==> src/rtl/lzrw1_pkg.sv <==
// Shared types and constants for the LZRW1 group packer.
package lzrw1_pkg;

  localparam int GROUP_ITEMS = 16;
  localparam int CTRL_BYTES  = 2;
  localparam int PTR_W       = $clog2(GROUP_ITEMS) + 1;
  localparam logic [PTR_W-1:0] GROUP_CNT = PTR_W'(GROUP_ITEMS);

  typedef struct packed {
    logic        is_copy;
    logic [3:0]  len;
    logic [11:0] off;
    logic [7:0]  lit;
  } lzrw1_item_t;

  typedef enum logic [2:0] {
    FILL    = 3'd0,
    CTRL_LO = 3'd1,
    CTRL_HI = 3'd2,
    ITEM_B0 = 3'd3,
    ITEM_B1 = 3'd4,
    DONE    = 3'd5
  } packer_state_t;

endpackage

==> src/rtl/lzrw1_item_buffer.sv <==
// Group-sized item register file with write/read pointers; the write pointer doubles as the item count.
module lzrw1_item_buffer
  import lzrw1_pkg::*;
(
  input  logic             clock,
  input  logic             reset,
  input  logic             clear,
  input  logic             wr_en,
  input  lzrw1_item_t      wr_data,
  input  logic             rd_adv,
  output lzrw1_item_t      rd_data,
  output logic [PTR_W-1:0] wr_ptr,
  output logic [PTR_W-1:0] rd_ptr
);

  lzrw1_item_t      slots_q [GROUP_ITEMS];
  lzrw1_item_t      slots_d [GROUP_ITEMS];
  logic [PTR_W-1:0] wr_ptr_q, wr_ptr_d;
  logic [PTR_W-1:0] rd_ptr_q, rd_ptr_d;

  always_comb begin
    slots_d  = slots_q;
    wr_ptr_d = wr_ptr_q;
    rd_ptr_d = rd_ptr_q;
    if (clear) begin
      wr_ptr_d = '0;
      rd_ptr_d = '0;
    end else begin
      if (wr_en && (wr_ptr_q < GROUP_CNT)) begin
        slots_d[wr_ptr_q[PTR_W-2:0]] = wr_data;
        wr_ptr_d = wr_ptr_q + PTR_W'(1);
      end
      if (rd_adv) begin
        rd_ptr_d = rd_ptr_q + PTR_W'(1);
      end
    end
  end

  always_ff @(posedge clock or negedge reset) begin
    if (!reset) begin
      for (int i = 0; i < GROUP_ITEMS; i++) slots_q[i] <= '0;
      wr_ptr_q <= '0;
      rd_ptr_q <= '0;
    end else begin
      slots_q  <= slots_d;
      wr_ptr_q <= wr_ptr_d;
      rd_ptr_q <= rd_ptr_d;
    end
  end

  assign rd_data = slots_q[rd_ptr_q[PTR_W-2:0]];
  assign wr_ptr  = wr_ptr_q;
  assign rd_ptr  = rd_ptr_q;

endmodule

==> src/rtl/lzrw1_group_packer.sv <==
// Collects LZRW1 items into groups of 16 and streams them out as control word + item bytes.
// state   | meaning
// FILL    | accepting items into the buffer
// CTRL_LO | emitting control word bits 7:0
// CTRL_HI | emitting control word bits 15:8
// ITEM_B0 | emitting literal byte or copy {len, off[11:8]}
// ITEM_B1 | emitting copy off[7:0]
// DONE    | stream finished, held until reset
module lzrw1_group_packer
  import lzrw1_pkg::*;
#(
  parameter int CNT_W = 16
) (
  input  logic             clock,
  input  logic             reset,
  input  logic             item_valid,
  output logic             item_ready,
  input  logic             item_is_copy,
  input  logic [3:0]       item_length,
  input  logic [11:0]      item_offset,
  input  logic [7:0]       item_literal,
  input  logic             flush,
  output logic             out_valid,
  input  logic             out_ready,
  output logic [7:0]       out_data,
  output logic             out_last,
  output logic             done,
  output logic [CNT_W-1:0] bytes_emitted
);

  packer_state_t    state_q, state_d;
  logic [15:0]      ctrl_q, ctrl_d;
  logic             flush_q, flush_d;
  logic [CNT_W-1:0] cnt_q, cnt_d;

  logic             accept, hs, last_slot;
  logic             buf_clear, buf_rd_adv;
  logic [PTR_W-1:0] count, rd_ptr, count_next;
  lzrw1_item_t      wr_item, rd_item;

  assign wr_item = '{is_copy: item_is_copy, len: item_length, off: item_offset, lit: item_literal};

  lzrw1_item_buffer u_buf (
    .clock   (clock),
    .reset   (reset),
    .clear   (buf_clear),
    .wr_en   (accept),
    .wr_data (wr_item),
    .rd_adv  (buf_rd_adv),
    .rd_data (rd_item),
    .wr_ptr  (count),
    .rd_ptr  (rd_ptr)
  );

  assign item_ready = (state_q == FILL);
  assign accept     = item_valid && item_ready;
  assign count_next = count + PTR_W'(accept);
  assign last_slot  = ((rd_ptr + PTR_W'(1)) == count);
  assign hs         = out_valid && out_ready;

  always_comb begin
    state_d    = state_q;
    ctrl_d     = ctrl_q;
    flush_d    = flush_q;
    buf_clear  = 1'b0;
    buf_rd_adv = 1'b0;
    out_valid  = 1'b0;
    out_data   = 8'h00;
    out_last   = 1'b0;
    case (state_q)
      FILL: begin
        if (accept) ctrl_d[count[PTR_W-2:0]] = item_is_copy;
        if (count_next == GROUP_CNT) begin
          state_d = CTRL_LO;
          flush_d = flush;
        end else if (flush) begin
          flush_d = 1'b1;
          state_d = (count_next != '0) ? CTRL_LO : DONE;
        end
      end
      CTRL_LO: begin
        out_valid = 1'b1;
        out_data  = ctrl_q[7:0];
        if (hs) state_d = CTRL_HI;
      end
      CTRL_HI: begin
        out_valid = 1'b1;
        out_data  = ctrl_q[15:8];
        if (hs) state_d = ITEM_B0;
      end
      ITEM_B0, ITEM_B1: begin
        out_valid = 1'b1;
        if (state_q == ITEM_B1)   out_data = rd_item.off[7:0];
        else if (rd_item.is_copy) out_data = {rd_item.len, rd_item.off[11:8]};
        else                      out_data = rd_item.lit;
        // A slot is finished on its literal byte or on the second copy byte.
        if ((state_q == ITEM_B1) || !rd_item.is_copy) begin
          out_last = flush_q && last_slot;
          if (hs) begin
            if (!last_slot) begin
              buf_rd_adv = 1'b1;
              state_d    = ITEM_B0;
            end else if (flush_q) begin
              state_d = DONE;
            end else begin
              buf_clear = 1'b1;
              ctrl_d    = '0;
              state_d   = FILL;
            end
          end
        end else if (hs) begin
          state_d = ITEM_B1;
        end
      end
      DONE: ;
      default: state_d = FILL;
    endcase
  end

  always_comb begin
    cnt_d = cnt_q;
    if (hs && (cnt_q != '1)) cnt_d = cnt_q + CNT_W'(1);
  end

  always_ff @(posedge clock or negedge reset) begin
    if (!reset) begin
      state_q <= FILL;
      ctrl_q  <= '0;
      flush_q <= 1'b0;
      cnt_q   <= '0;
    end else begin
      state_q <= state_d;
      ctrl_q  <= ctrl_d;
      flush_q <= flush_d;
      cnt_q   <= cnt_d;
    end
  end

  assign done          = (state_q == DONE);
  assign bytes_emitted = cnt_q;

endmodule

==> config.mk <==
export PLATFORM = sky130hd
export DESIGN_NAME = lzrw1_group_packer
export DESIGN_NICKNAME = d
export VERILOG_FILES = /design/src/rtl/lzrw1_pkg.sv /design/src/rtl/lzrw1_item_buffer.sv /design/src/rtl/lzrw1_group_packer.sv
export SDC_FILE = /design/constraint.sdc
export NUM_CORES = 1
export LEC_CHECK = 0
export BUFFER_PORTS_ARGS = -buffer_cell sky130_fd_sc_hd__clkbuf_2
export CAP_MARGIN = 5
export CORE_MARGIN = 3
export CORE_UTILIZATION = 50
export CTS_CLUSTER_SIZE = 16
export DETAILED_ROUTE_END_ITERATION = 7
export GPL_TIMING_DRIVEN = 1
export HOLD_SLACK_MARGIN = 0.06
export PLACE_DENSITY = 0.66
export SLEW_MARGIN = 10
export SYNTH_ARGS = -nofsm -noshare
export SYNTH_HDL_FRONTEND = slang
export SYNTH_SLANG_ARGS = --single-unit
==> constraint.sdc <==
create_clock -name clock -period 3.17 [get_ports clock]
set_input_delay 0.7925 -clock clock [delete_from_list [all_inputs] [get_ports clock]]
set_output_delay 0.7925 -clock clock [all_outputs]
set_load 0.02 [all_outputs]
-- Word level (Yosys, flattened, before mapping)
Index checks and enable logic that the tools add are counted.
- register bits: 446
- bits of input ports: 30
- output and inout port bits: 28
- logic and storage cells: 168
- add/sub/neg operators: 4
- magnitude comparators: 6
- equality and inequality tests: 16
- mux-type cells: 47
- bitwise logic cells: 4
- reduce and logical (&&, ||, !) cells: 21
- operators with widths (kind ; number):
    $bwmux W400 ; 1
    $bmux W25 S4 ; 1
    $demux W25 S4 ; 1
    $mux W16 ; 5
    $mux W25 ; 3
    $pmux W16 S2 ; 1
    $mux W3 ; 10
    $pmux W8 S3 ; 1
    $mux W5 ; 4
    $add A16 B1 Y16 const B ; 1
    $bwmux W16 ; 1
    $mux W8 ; 2
    $ne A16 B16 Y1 const B ; 1
    $mux W1 ; 15
    $pmux W3 S5 ; 1
    $ne A2 B2 Y1 const B ; 6
    $add A5 B1 Y5 const B ; 2
    $ge A5 B5 Y1 const B ; 2
    $not A4 Y5 ; 2
    $reduce_bool A2 Y1 ; 4
    $logic_and A1 B1 Y1 ; 7
    $eq A3 B2 Y1 const B ; 2
    $eq A3 B3 Y1 const B ; 2
    $reduce_and A6 Y1 ; 1
    other kinds (20) ; 22

-- Logic depth before layout (Yosys ltp)
- word-level depth: 10
- mapped depth: 12
- depth with buffers taken out: 10

-- By module
From an unflattened synthesis, not the netlist that was laid out.
- cells, all modules: 1436
- area total of the unflattened synthesis: 21105.2 sq um
- by module, submodules not included (module ; instances ; cells an instance ; area each (sq um) ; seq. area each (sq um)):
    lzrw1_item_buffer ; 1 ; 1145 ; 18596.6 ; 10259.8
    lzrw1_group_packer ; 1 ; 291 ; 2508.7 ; 900.9

-- Worst setup path after synthesis
Ideal clock, no wire load.
- path kind: reg-to-output
- start point: register u_buf.rd_ptr_q[0] (netlist: u_buf.rd_ptr[0])
- end point: output port out_data[0]
- arrival time: 2.256 ns
- data required time: 2.378 ns
- slack: 0.121 ns
- cell stages (with the launch flop): 9
- path through: dfrtp_1 > buf_6 > buf_8 > clkbuf_1 > mux4_2 > mux2i_1 > o22ai_1 > nor3_1 > nand2_1
- longest elaborated chain between the ends: 7
- ends and longest elaborated chain (what ; RTL line ; source):
    start: declaration ; lzrw1_item_buffer.sv:19 ; logic [PTR_W-1:0] rd_ptr_q, rd_ptr_d;
    start signal: assignment ; lzrw1_item_buffer.sv:47 ; rd_ptr_q <= rd_ptr_d;
    $not A4 Y5 (not written as such) * ; lzrw1_item_buffer.sv:51 ; assign rd_data = slots_q[rd_ptr_q[PTR_W-2:0]];
    $bmux W25 S4 * ; lzrw1_item_buffer.sv:51 ;
    $mux W25 (not written as such) * (2 in a row) ; lzrw1_item_buffer.sv:51 ;
    $mux W8 ; lzrw1_group_packer.sv:94 ; else if (rd_item.is_copy) out_data = {rd_item.len, rd_item.off[11:8]};
    $mux W8 * ; lzrw1_group_packer.sv:93 ; if (state_q == ITEM_B1) out_data = rd_item.off[7:0];
    $pmux W8 S3 * ; lzrw1_group_packer.sv:70 ; case (state_q)
    end: declaration ; lzrw1_group_packer.sv:25 ; output logic [7:0] out_data,
Every way passes the cells marked *; elsewhere a longest branch is shown, timed or not. The select of a mux whose other input is x is not followed.

-- Final worst setup path
- start point: register u_buf.rd_ptr_q[0] (netlist: u_buf.rd_ptr[0])
- end point: output port out_data[6]
Same word-level chain as after synthesis.

==> flow_summary.json <==
{
  "grt_pass1_wl_mm": 79.5,
  "maxCapViolCount": 0,
  "grt-busiest-layer": "met2",
  "start_util_pct": 50.8,
  "met3_usage_pct": 3.51,
  "via_per_inst": 6.02,
  "skew_ns": 0.0141,
  "synth_top_area_cell": "dfrtp_1",
  "final-seq-area_um2": 11200,
  "outcome": "finished, violations left",
  "peakVddDrop_v": 0.000407,
  "globalRouteOverflowTotal": 0,
  "cts_root_buffer": "clkbuf_16",
  "post-route-period-util_pct": 120,
  "hold_viol": 0,
  "die_w_um": 210,
  "clock.fmax_mhz": 263,
  "leakage_nw": 11.6,
  "reg2regPathDepth": 11,
  "worst_slew_pin_slew_ns": 0.738,
  "die_h_um": 210,
  "ys_warn_count": 0,
  "synth-main-ff-cell": "dfrtp_1",
  "yosysSeqAreaShare_pct": 53.7,
  "finalPower_mw": 15.0,
  "hold_path.class": "in2async",
  "violations": "negative setup slack",
  "io_buffers": 57,
  "clk_pin_slew_worst_paths_ns": 0.06,
  "place.gp.congestion": 0.820,
  "final_common_cell": "dfrtp_1",
  "critPathRequiredTime_ns": 2.38,
  "use_met1_pct": 34.3,
  "cts_sinks": 446,
  "comb_power_share_pct": 24.0,
  "multi_input_area_um2": 9240,
  "slew_headroom_pct": 50.8,
  "final_cell_mix": "444 x dfrtp_1, 392 x mux2_2, 106 x mux4_2, 65 x buf_4",
  "numCtsBuffers": 47,
  "wl_per_cell_um": 24.4,
  "ant_nets": 0,
  "nNetsFinal": 1533,
  "p_int_mw": 10.5,
  "crit_path_max_fanout": 6,
  "area_delta_synth_final_pct": 15.7,
  "wirelength_mm": 50.3,
  "synth_edf_count": 0,
  "start_kind": "register",
  "period_minus_slack_ns": 3.81,
  "num_vias": 12404,
  "syn_inst": 1397,
  "drt_iter0_drc": 912,
  "fillCellCount": 3229,
  "endpoint_kind": "output pin",
  "grt_use_total_pct": 23.5,
  "drt_first_pass_iters": 5,
  "synth_nets": 1435,
  "worstPathArrival_ns": 3.01,
  "clockBufferDepth": 3,
  "synth.area.top_cells": "dfrtp_1 54%, mux2_2 21%, mux4_2 11%",
  "antenna_found_initial": 1,
  "syn_area_um2": 20800,
  "p_seq_share_pct": 40.4,
  "setup_viol": 9,
  "core_region_area_um2": 40900,
  "synth_area_per_cell_um2": 14.9,
  "hold_ws_ns": 0.209,
  "power_density_nw_per_um2": 622,
  "cts_tree": "yes",
  "clk_latency_ns": 0.58,
  "postLayoutSetupSlackWorst_ns": -0.635,
  "rsz0062_at_grt": "true",
  "hold_buffers": 0,
  "drc": 0,
  "rows": 74,
  "ys_ff_latch": 446,
  "cts.htree.levels": 2,
  "power.share.switching_pct": 29.8,
  "place_ws_ns": -0.457,
  "synthDistinctLibCells": 60,
  "grt_pass1_vias": 13031,
  "ios": 58,
  "placed_area_um2": 22200,
  "drive_above_1_share_pct": 50.4,
  "slew_violations": 0,
  "grt_max_degree": 77,
  "dieArea_um2": 44100,
  "netlist.area_leader.share_pct": 53.7,
  "switching_power_mw": 4.47,
  "worstSetupPathType": "reg2out",
  "fin_cells": 2061,
  "place_inst": 1964,
  "gr-usage-met2_pct": 37.2,
  "p_clk_share_pct": 35.6,
  "dp_hpwl_mm": 31.3,
  "synthArstFlopShare_pct": 100,
  "fin_area_um2": 24100
}
## cells in the mapped netlist, types with 3 or more instances
cell type    n
buf_4       11
mux2_1       9
nor2b_1      4
inv_1       12
nand2b_1     3
buf_6        4
nor2_1      33
mux2i_1     41
o22ai_1     22
dfrtp_1    446
nand4_1      6
nor2_2       4
o21ai_0     28
nor2_4       8
nor3_1      10
xnor2_1     17
mux2_2     392
clkbuf_1    48
ha_1         8
buf_2       35
nor3b_1      3
a22oi_1      9
a21oi_1     19
mux4_2     106
and3_1       6
or2_2        3
nand2_1     40
buf_1        6
nand3_1     16
xor2_1      11
## cells by family after synthesis
group	synth area share, %
buffers and inverters	2.74
and+or+nand+nor	3.80
AOI/OAI and AO/OA	3.00
muxes	35.2
adders and majority gates	0.481
DFF	53.7
xor gates and xnor gates	1.18
## sequential cells by signal (all words and copies together) (netlist names)
signal and flops:
u_buf.slots_q 400, ctrl_q 16, state_q 3, u_buf.wr_ptr 5, flush_q 1, bytes_emitted 16
u_buf.rd_ptr 5
## metrics by stage
stage | TNS, ns | util, %
final | -5.49 | 58.8
after global routing | -6.28 | 58.8
after CTS | -5.70 | 58.7
after detailed placement | -0.911 | 54.2
after global placement | -0.785 | 54.2
after floorplan | 0 | -
## cell type report
class	instances	share of cell area [%]
tap	532	2.76
sequential	446	46.4
antenna	1	0.0104
timing repair buffer	155	6.14
clock buffer	65	5.46
inverter	12	0.187
clock inverter	17	0.670
multi-input combinational	833	38.4
## power by group through the flow
stage	Clock [mW]	Combinational, mW	Sequential (mW)
floorplan	0	2.04	6.11
global placement	0	3.15	6.19
detailed placement	0	3.17	6.20
CTS	5.47	3.57	6.04
global route	5.72	3.83	6.06
finish	5.34	3.59	6.05
## critical path, stage by stage, from the launching register on
cell and delay (ns):
dfrtp_4 0.49, buf_6 0.14, buf_6 0.12, mux2i_1 0.10, mux4_2 0.65, buf_6 0.20, mux4_2 0.42, nand2_2 0.09
nand2_4 0.07, buf_8 0.14
## what timing repair did
item                                    4_1_cts  5_1_grt
endpoints found under the setup margin        9       12
pin swaps                                    10        3
gates cloned                                  2        0
resized for setup                            48       13
buffers inserted                             12        0
## worst paths after layout
kind | slack (ns) | end | from
worst max-delay path | -0.64 | out_data[6] | u_buf.rd_ptr[0]$_DFFE_PN0P_
worst min-delay path | 0.21 | u_buf.wr_ptr[0]$_DFFE_PN0P_ | reset
worst max register to register | 0.16 | u_buf.wr_ptr[0]$_DFFE_PN0P_ | u_buf.rd_ptr[0]$_DFFE_PN0P_
worst min register to register | 0.49 | u_buf.slots_q[128]$_DFFE_PN0P_ | u_buf.slots_q[128]$_DFFE_PN0P_
max in group asynchronous | 2.06 | u_buf.slots_q[102]$_DFFE_PN0P_ | reset
min in group clock | 0.49 | u_buf.slots_q[128]$_DFFE_PN0P_ | u_buf.slots_q[128]$_DFFE_PN0P_
## layer usage
metal | routed length, um | vias up
li1 | - | 5365
met1 | 22600 | 6657
met2 | 24000 | 305
met3 | 2440 | 77
met4 | 1250 | 0
met5 | 0 | -
Note: power is estimated with default switching activity, not from simulation.
